--- src/rtl/bomb_pkg.sv ---
// Shared state codes, valid user IDs and the level-time helper for the bomb game.
package bomb_pkg;

  typedef enum logic [7:0] {
    ST_IDLE       = 8'h00,
    ST_READY      = 8'h08,
    ST_PLAY       = 8'h10,
    ST_LEVEL_DONE = 8'h20,
    ST_GAME_OVER  = 8'h30
  } state_t;

  localparam logic [3:0] USER_ID_0 = 4'b1100;
  localparam logic [3:0] USER_ID_1 = 4'b0011;
  localparam logic [3:0] USER_ID_2 = 4'b1101;
  localparam logic [3:0] USER_ID_3 = 4'b0100;

  function automatic logic is_valid_user(input logic [3:0] id);
    return id inside {USER_ID_0, USER_ID_1, USER_ID_2, USER_ID_3};
  endfunction

  // Product kept at 16 bits so large stored levels clamp to the floor instead of wrapping.
  function automatic logic [7:0] load_time(input logic [7:0] lvl, input logic [7:0] base,
                                           input logic [7:0] step, input logic [7:0] min_t);
    logic [15:0] prod;
    logic [7:0]  diff;
    prod = 16'(lvl) * 16'(step);
    if (prod >= 16'(base)) return min_t;
    diff = 8'(16'(base) - prod);
    return (diff < min_t) ? min_t : diff;
  endfunction

endpackage

--- src/rtl/bomb_tick_gen.sv ---
// Countdown-second divider: one-cycle tick every CLK_HZ cycles, restarted by clr.
module bomb_tick_gen #(
  parameter int CLK_HZ = 50_000_000
) (
  input  logic clk,
  input  logic reset,
  input  logic clr,
  output logic tick
);

  localparam int CW = $clog2(CLK_HZ + 1);
  localparam logic [CW-1:0] LAST = CW'(CLK_HZ - 1);

  logic [CW-1:0] count_reg;

  always_ff @(posedge clk) begin
    if (!reset || clr || tick) count_reg <= '0;
    else                       count_reg <= count_reg + CW'(1);
  end

  assign tick = (count_reg == LAST) && !clr;

endmodule

--- src/rtl/bomb_game_ctrl.sv ---
// Bomb game sequencer: login, per-level countdown, defuse/fail handling.
// Optional strike tolerance is built when BOMB_STRIKES_EN is defined.
module bomb_game_ctrl
  import bomb_pkg::*;
#(
  parameter int         CLK_HZ         = 50_000_000,
  parameter logic [7:0] BASE_TIME      = 8'd60,
  parameter logic [7:0] TIME_STEP      = 8'd5,
  parameter logic [7:0] MIN_TIME       = 8'd10,
  parameter logic [7:0] MAX_LEVEL      = 8'd9,
  parameter int         MAX_STRIKES    = 2,
  parameter logic [7:0] STRIKE_PENALTY = 8'd5
) (
  input  logic       clk,
  input  logic       reset,
  input  logic [3:0] user_sw,
  input  logic       login,
  input  logic       start,
  input  logic       defuse_ok,
  input  logic       defuse_fail,
  input  logic [7:0] cur_level,
  output logic [3:0] user_id,
  output logic [7:0] game_state,
  output logic [7:0] time_left,
  output logic [7:0] level,
  output logic       win
);

  state_t     state_reg, state_next;
  logic [3:0] user_reg, user_next;
  logic [7:0] time_reg, time_next;
  logic [7:0] level_reg, level_next;
  logic       win_reg, win_next;
  logic       tick;

`ifdef BOMB_STRIKES_EN
  localparam int SW = $clog2(MAX_STRIKES + 2);
  logic [SW-1:0] strikes_reg, strikes_next;
`else
  logic [8:0] unused_strike_cfg;
  assign unused_strike_cfg = {^32'(MAX_STRIKES), STRIKE_PENALTY};
`endif

  // Counter held cleared outside PLAY so every entry restarts a full second.
  bomb_tick_gen #(.CLK_HZ(CLK_HZ)) u_tick (
    .clk   (clk),
    .reset (reset),
    .clr   (state_reg != ST_PLAY),
    .tick  (tick)
  );

  always_ff @(posedge clk) begin
    if (!reset) begin
      state_reg <= ST_IDLE;
      user_reg  <= '0;
      time_reg  <= '0;
      level_reg <= '0;
      win_reg   <= 1'b0;
`ifdef BOMB_STRIKES_EN
      strikes_reg <= '0;
`endif
    end else begin
      state_reg <= state_next;
      user_reg  <= user_next;
      time_reg  <= time_next;
      level_reg <= level_next;
      win_reg   <= win_next;
`ifdef BOMB_STRIKES_EN
      strikes_reg <= strikes_next;
`endif
    end
  end

  always_comb begin
    state_next = state_reg;
    user_next  = user_reg;
    time_next  = time_reg;
    level_next = level_reg;
    win_next   = win_reg;
`ifdef BOMB_STRIKES_EN
    strikes_next = strikes_reg;
`endif
    case (state_reg)
      ST_IDLE: begin
        if (login && is_valid_user(user_sw)) begin
          user_next  = user_sw;
          state_next = ST_READY;
        end
      end
      ST_READY: begin
        if (start) begin
          time_next  = load_time(cur_level, BASE_TIME, TIME_STEP, MIN_TIME);
          state_next = ST_PLAY;
`ifdef BOMB_STRIKES_EN
          strikes_next = '0;
`endif
        end
      end
      ST_PLAY: begin
        if (defuse_ok) begin
          state_next = ST_LEVEL_DONE;
        end else if (defuse_fail) begin
`ifdef BOMB_STRIKES_EN
          if (strikes_reg == SW'(MAX_STRIKES)) begin
            state_next = ST_GAME_OVER;
          end else begin
            strikes_next = strikes_reg + SW'(1);
            time_next    = (time_reg > STRIKE_PENALTY) ? time_reg - STRIKE_PENALTY : 8'd0;
          end
`else
          state_next = ST_GAME_OVER;
`endif
        end else if (time_reg == 8'd0) begin
          state_next = ST_GAME_OVER;
        end else if (tick) begin
          time_next = time_reg - 8'd1;
        end
      end
      ST_LEVEL_DONE: begin
        level_next = level_reg + 8'd1;
        if (level_reg + 8'd1 == MAX_LEVEL) begin
          win_next   = 1'b1;
          state_next = ST_GAME_OVER;
        end else begin
          time_next  = load_time(cur_level, BASE_TIME, TIME_STEP, MIN_TIME);
          state_next = ST_PLAY;
`ifdef BOMB_STRIKES_EN
          strikes_next = '0;
`endif
        end
      end
      ST_GAME_OVER: begin
        if (start) begin
          state_next = ST_IDLE;
          user_next  = '0;
          level_next = '0;
          win_next   = 1'b0;
          time_next  = '0;
        end
      end
      default: state_next = ST_IDLE;
    endcase
  end

  assign game_state = state_reg;
  assign user_id    = user_reg;
  assign time_left  = time_reg;
  assign level      = level_reg;
  assign win        = win_reg;

endmodule

--- config.mk ---
export PLATFORM = sky130hd
export DESIGN_NAME = bomb_game_ctrl
export DESIGN_NICKNAME = d
export VERILOG_FILES = /design/src/rtl/bomb_pkg.sv /design/src/rtl/bomb_tick_gen.sv /design/src/rtl/bomb_game_ctrl.sv
export SDC_FILE = /design/constraint.sdc
export NUM_CORES = 1
export LEC_CHECK = 0
export BUFFER_PORTS_ARGS = -buffer_cell sky130_fd_sc_hd__buf_2
export CORE_MARGIN = 4
export CORE_UTILIZATION = 30
export DETAILED_ROUTE_END_ITERATION = 10
export SLEW_MARGIN = 20
export SYNTH_ARGS = -nofsm -noshare
export SYNTH_HDL_FRONTEND = slang
export SYNTH_HIERARCHICAL = 1
export SYNTH_SLANG_ARGS = --single-unit
--- constraint.sdc ---
create_clock -name clk -period 3.85 [get_ports clk]
set_input_delay 0.1925 -clock clk [delete_from_list [all_inputs] [get_ports clk]]
set_output_delay 0.1925 -clock clk [all_outputs]
set_load 0.005 [all_outputs]
======== Word level (Yosys, flattened, before mapping) ========
Index checks and enable logic that the tools add are counted.
operators by class
  eq/ne operators ......................... 21
  multiplexer cells ....................... 31
  $add $sub $neg .......................... 4
  reduce and logical (&&, ||, !) cells .... 17
  $mul .................................... 1
  order comparisons ....................... 2
operator list
  kind                                                        count
  two-way mux 8 bit                                           16
  case mux 8 bit (5 select lines)                             1
  case mux 8 bit (4 select lines)                             1
  adder 26 x 1 -> 26 bit, second input constant               1
  == test 26 bit, second input constant                       1
  == test 8 x 4 -> 1 bit, second input constant               2
  == test 8 x 6 -> 1 bit, second input constant               2
  logical NOT 8 bit                                           2
  != test 2 bit, second input constant                        8
  case mux 8 bit (2 select lines)                             1
  >= comparator 11 x 6 -> 1 bit, second input constant        1
  multiplier 8 x 3 -> 11 bit, second input constant           1
  adder 8 x 1 -> 8 bit, second input constant                 1
  == test 4 bit, second input constant                        2
  == test 8 x 5 -> 1 bit, second input constant               1
  less-than comparator 8 x 4 -> 1 bit, second input constant  1
  two-way mux 4 bit                                           2
  != test 8 x 5 -> 1 bit, second input constant               1
  case mux 4 bit (2 select lines)                             1
  AND reduction 8 bit                                         1
  nonzero test 4 bit                                          2
  subtractor 6 x 8 -> 8 bit, first input constant             1
  subtractor 8 x 1 -> 8 bit, second input constant            1
  two-way mux 1 bit                                           7
  13 further kinds                                            18
word-level totals
  output and inout bits ................... 29
  register bits after elaboration ......... 55

======== Depth between registers and ports, before layout ========
  depth in word-level cells ............... 8
  mapped depth ............................ 15
  mapped depth without buffers ............ 13

======== Cells and area by module ========
Netlist, hierarchy kept.
by module, submodules not included
  module          cells each  times used  area an instance (µm²)
  bomb_game_ctrl  255         1           2,029.4
  bomb_tick_gen   138         1           1,238.7

======== Worst setup path before layout ========
No wires, ideal clock.
  kind .................................... reg-to-reg
  from .................................... register state_reg[4] (netlist: game_state[4])
  to ...................................... register time_reg[0] (netlist: time_left[0])
  arrival ................................. 2.478 ns
  buffers on the path ..................... 2
  path slack .............................. 1.238 ns
  data required time ...................... 3.716 ns
  cell stages (with the launch flop) ...... 16
  clock period less this slack ............ 2.612 ns
  cells stage by stage .................... dfxtp_1 -> buf_4 -> nor2b_4 -> and2b_1 -> inv_2 -> nor4b_1 -> nand4b_1 -> nor4_2 -> nor3b_1 -> o21ai_1 -> o2bb2ai_1 -> a21oi_2 -> buf_6 -> o21ai_0 -> a31oi_1 -> a211oi_1
between the ends
  cells in the longest elaborated chain, start to end .. 5
ends and longest elaborated chain
  item                              line                  RTL
  start, declared                   bomb_game_ctrl.sv:29  state_t state_reg, state_next;
  start signal, assigned            bomb_game_ctrl.sv:63  state_reg <= state_next;
  != test 8 x 5 -> 1 bit            bomb_game_ctrl.sv:48  .clr (state_reg != ST_PLAY),
  logical NOT 1 bit                 bomb_tick_gen.sv:21   assign tick = (count_reg == LAST) && !clr;
  logical AND 1 bit                 bomb_tick_gen.sv:21
  named net tick                    bomb_game_ctrl.sv:34  logic tick;
  != test 2 x 1 -> 1 bit (no line)  --
  AND reduction 8 bit (no line)     --
  end signal, assigned              bomb_game_ctrl.sv:65  time_reg <= time_next;
  end, declared                     bomb_game_ctrl.sv:31  logic [7:0] time_reg, time_next;
The timed path passes the listed nets, and every way through them passes these cells.
A chain may end at the register's enable or synchronous reset.

======== Final worst setup path ========
  from .................................... register state_reg[3] (netlist: game_state[3])
  to ...................................... register time_reg[3] (netlist: time_left[3])
The elaborated chain is that of the path after synthesis.

==> metrics.txt <==
outcome finished clean; max_slew headroom 41.2%; Gate Count Post-Synth about 400; global-route wire length before repair 12600 um; Worst-Margin Slew 0.882 ns; Max Clock Freq 0.299 GHz; Worst Path Max Fanout 15; Clock Sink Count 50; Cell variety after synth 74; share of the synthesized area in the top cell type 30.6%; Hold Slack 0.195 ns; most common cell after layout, fill and taps aside nor2_1; num rows 37; data arrival time of the worst path 3.53 ns; met2 Track Usage GR just under 20%; Startpoint Class register; CTS tree done; routed wire length 7290 um; most used routing layer met2; Layout area overhead 11.0%; Final period util 86.7%; Die Y 112 um; Leak Pwr 1.38 nW; ys flop type dfxtp_1; # DRC 0; most frequent cells in the layout nor2_1, dfxtp_1, buf_2; Core ar. 10500 um2; setup violators final 0; Area contributors post-synth dfxtp_1, nor2_1, ha_1; setup slack, reg-to-reg 0.51 ns; critical path endpoint category register; Post-Layout Cell Count between 500 and 600; die area 12600 um2; DR WL/cell 12.9 um; final hold vios 0; Peak VDD IR 0.000146 V; Crit path required time 4.04 ns; fraction of registers with async set/reset 0%; area leader, netlist dfxtp_1; hold_buf cts 0; Syn Area/Cell between 8 and 9 um2; Skew-Pair Late Insertion Delay 0.30 ns; Min-Delay Path Class input pin to register; clock-pin slew on the worst setup and hold paths 0.10 ns; met3 Use GR 2.43%; HPWL after DPL around 5500 um; GRT Total Usage ~11%; Chip Width 112 um; Cells after DPL around 560; Tmin final 3.34 ns; Max H-tree Level 2; clock buffer depth 2; total negative slack 0 ns; met1 Use GR 15.0%; post_cts resized 0; WS Path Type register to register; RePlAce Congestion between 0.8 and 0.9; number of synthesized flops with an enable pin 0; max_cap viols 0; Ports 47; ANT cells 0; final core occ 34.7%; Filler cells 1123; Post-Synthesis Cell Area 3270 um2; total CTS buffers 5; max FFs per register 26; remaining antenna violation count after routing 0; initial antenna violation count 0; Port Buffers 41; Final nets 462; CTS Root Cell clkbuf_8; Syn. warnings 6; initial DRC count around 120; Synth Register Bits 50; RSZ-0062 raised after global routing false; clock skew approximately 0.0065 ns; post-DR vias/cell 5.18; layout cells sized above 1 16.9%; pwr/cell area 307 nW/um2; Post-CTS Setup Inserts 0; leftover overflow at the end of global routing 0; drt first pass iters 4; initial core utilization 31.2%; pin count of the biggest net entering global routing 26; Vias 2917; vias in the first global route 2730; Max Slew Vio Count 0; share of the yosys chip area belonging to registers 30.6%
[area by class of cell]
cell class	instances	area, um2	share of cell area (%)
multi-input combinational	313	2090	57.7
sequential	50	1000	27.6
timing repair buffer	43	220	6.07
tap	136	170	4.69
clock buffer	6	82.6	2.28
inverter	13	48.8	1.34
clock inverter	2	12.5	0.345
[worst max-delay path: stages (launching register included)]
cell and delay, ns:
dfxtp_1 0.50, nor2b_4 0.27, and2b_1 0.27, inv_2 0.14
nor4b_1 0.33, nand4b_1 0.19, nor4_2 0.19, nor3b_1 0.20
o21ai_1 0.09, o2bb2ai_1 0.16, a21oi_2 0.41, a21boi_0 0.17
o31a_1 0.31
[report_power, final]
group / switching (mW) / leakage (nW) / internal, mW / total (mW)
sequential: 0.0230 / 0.403 / 0.529 / 0.552
combinational: 0.141 / 0.925 / 0.100 / 0.241
clock: 0.178 / 0.0472 / 0.145 / 0.323
[per-layer routing]
layer | vias to the layer above | wire, um
li1 | 1470 | -
met1 | 1373 | 3340
met5 | - | 0
met3 | 4 | 347
met4 | 0 | 53
met2 | 70 | 3550
[synthesized netlist by cell type (2+ instances only)]
master    number
or2_1          2
buf_6          4
nor4b_1        7
nand3_1       13
buf_2          2
nand3b_1       2
mux2i_1        2
a21o_1         5
nor2b_1        3
nand2b_1       3
nand4_1        9
a31oi_1        3
and2b_1        2
buf_4          7
a21oi_1       24
or3_1          3
ha_1          17
clkbuf_1       6
nand4_2        3
nor2_1        63
and3_1         5
o21ai_0       12
nor4_1         3
o21a_1         2
a21boi_0       3
nand4b_1       3
xor2_1        18
dfxtp_1       50
a22oi_1        2
nor3b_1        5
o31ai_1        3
and4_1         2
clkbuf_2       2
and3b_1        2
nor4_2         2
nor3_1        14
inv_1         12
xnor2_1       13
o21ai_1        3
nand2_1       20
o211ai_1       3
a211oi_1       2
[kinds of logic (layout without fill, tap and decap cells)]
logic type,count (synthesis),count (layout),synth area share (%)
simple gates,179,179,31.3
compound gates,77,77,15.7
buf+inv,34,64,5.78
flops,50,50,30.6
other cells,1,5,0.115
mux,2,2,0.613
fa+ha+maj,18,18,7.12
xor+xnor,32,32,8.81
[path summary, 6_finish.rpt]
kind,from,endpoint,cells past startpoint
setup / recovery,game_state[3],time_left[3],12
hold / removal,reset,game_state[5],2
hold reg to reg,u_tick/count_reg[0],u_tick/count_reg[0],1
setup reg to reg,game_state[3],time_left[3],12
[through the flow]
step	area [um2]	total power [mW]	setup slack (ns)
after floorplan	3280	0.748	1.24
after global placement	3530	0.799	0.797
after detailed placement	3530	0.804	0.543
after CTS	3630	1.13	0.531
after global routing	3630	1.18	0.165
final	3630	1.12	0.511
(Power assumes the default switching activity.)
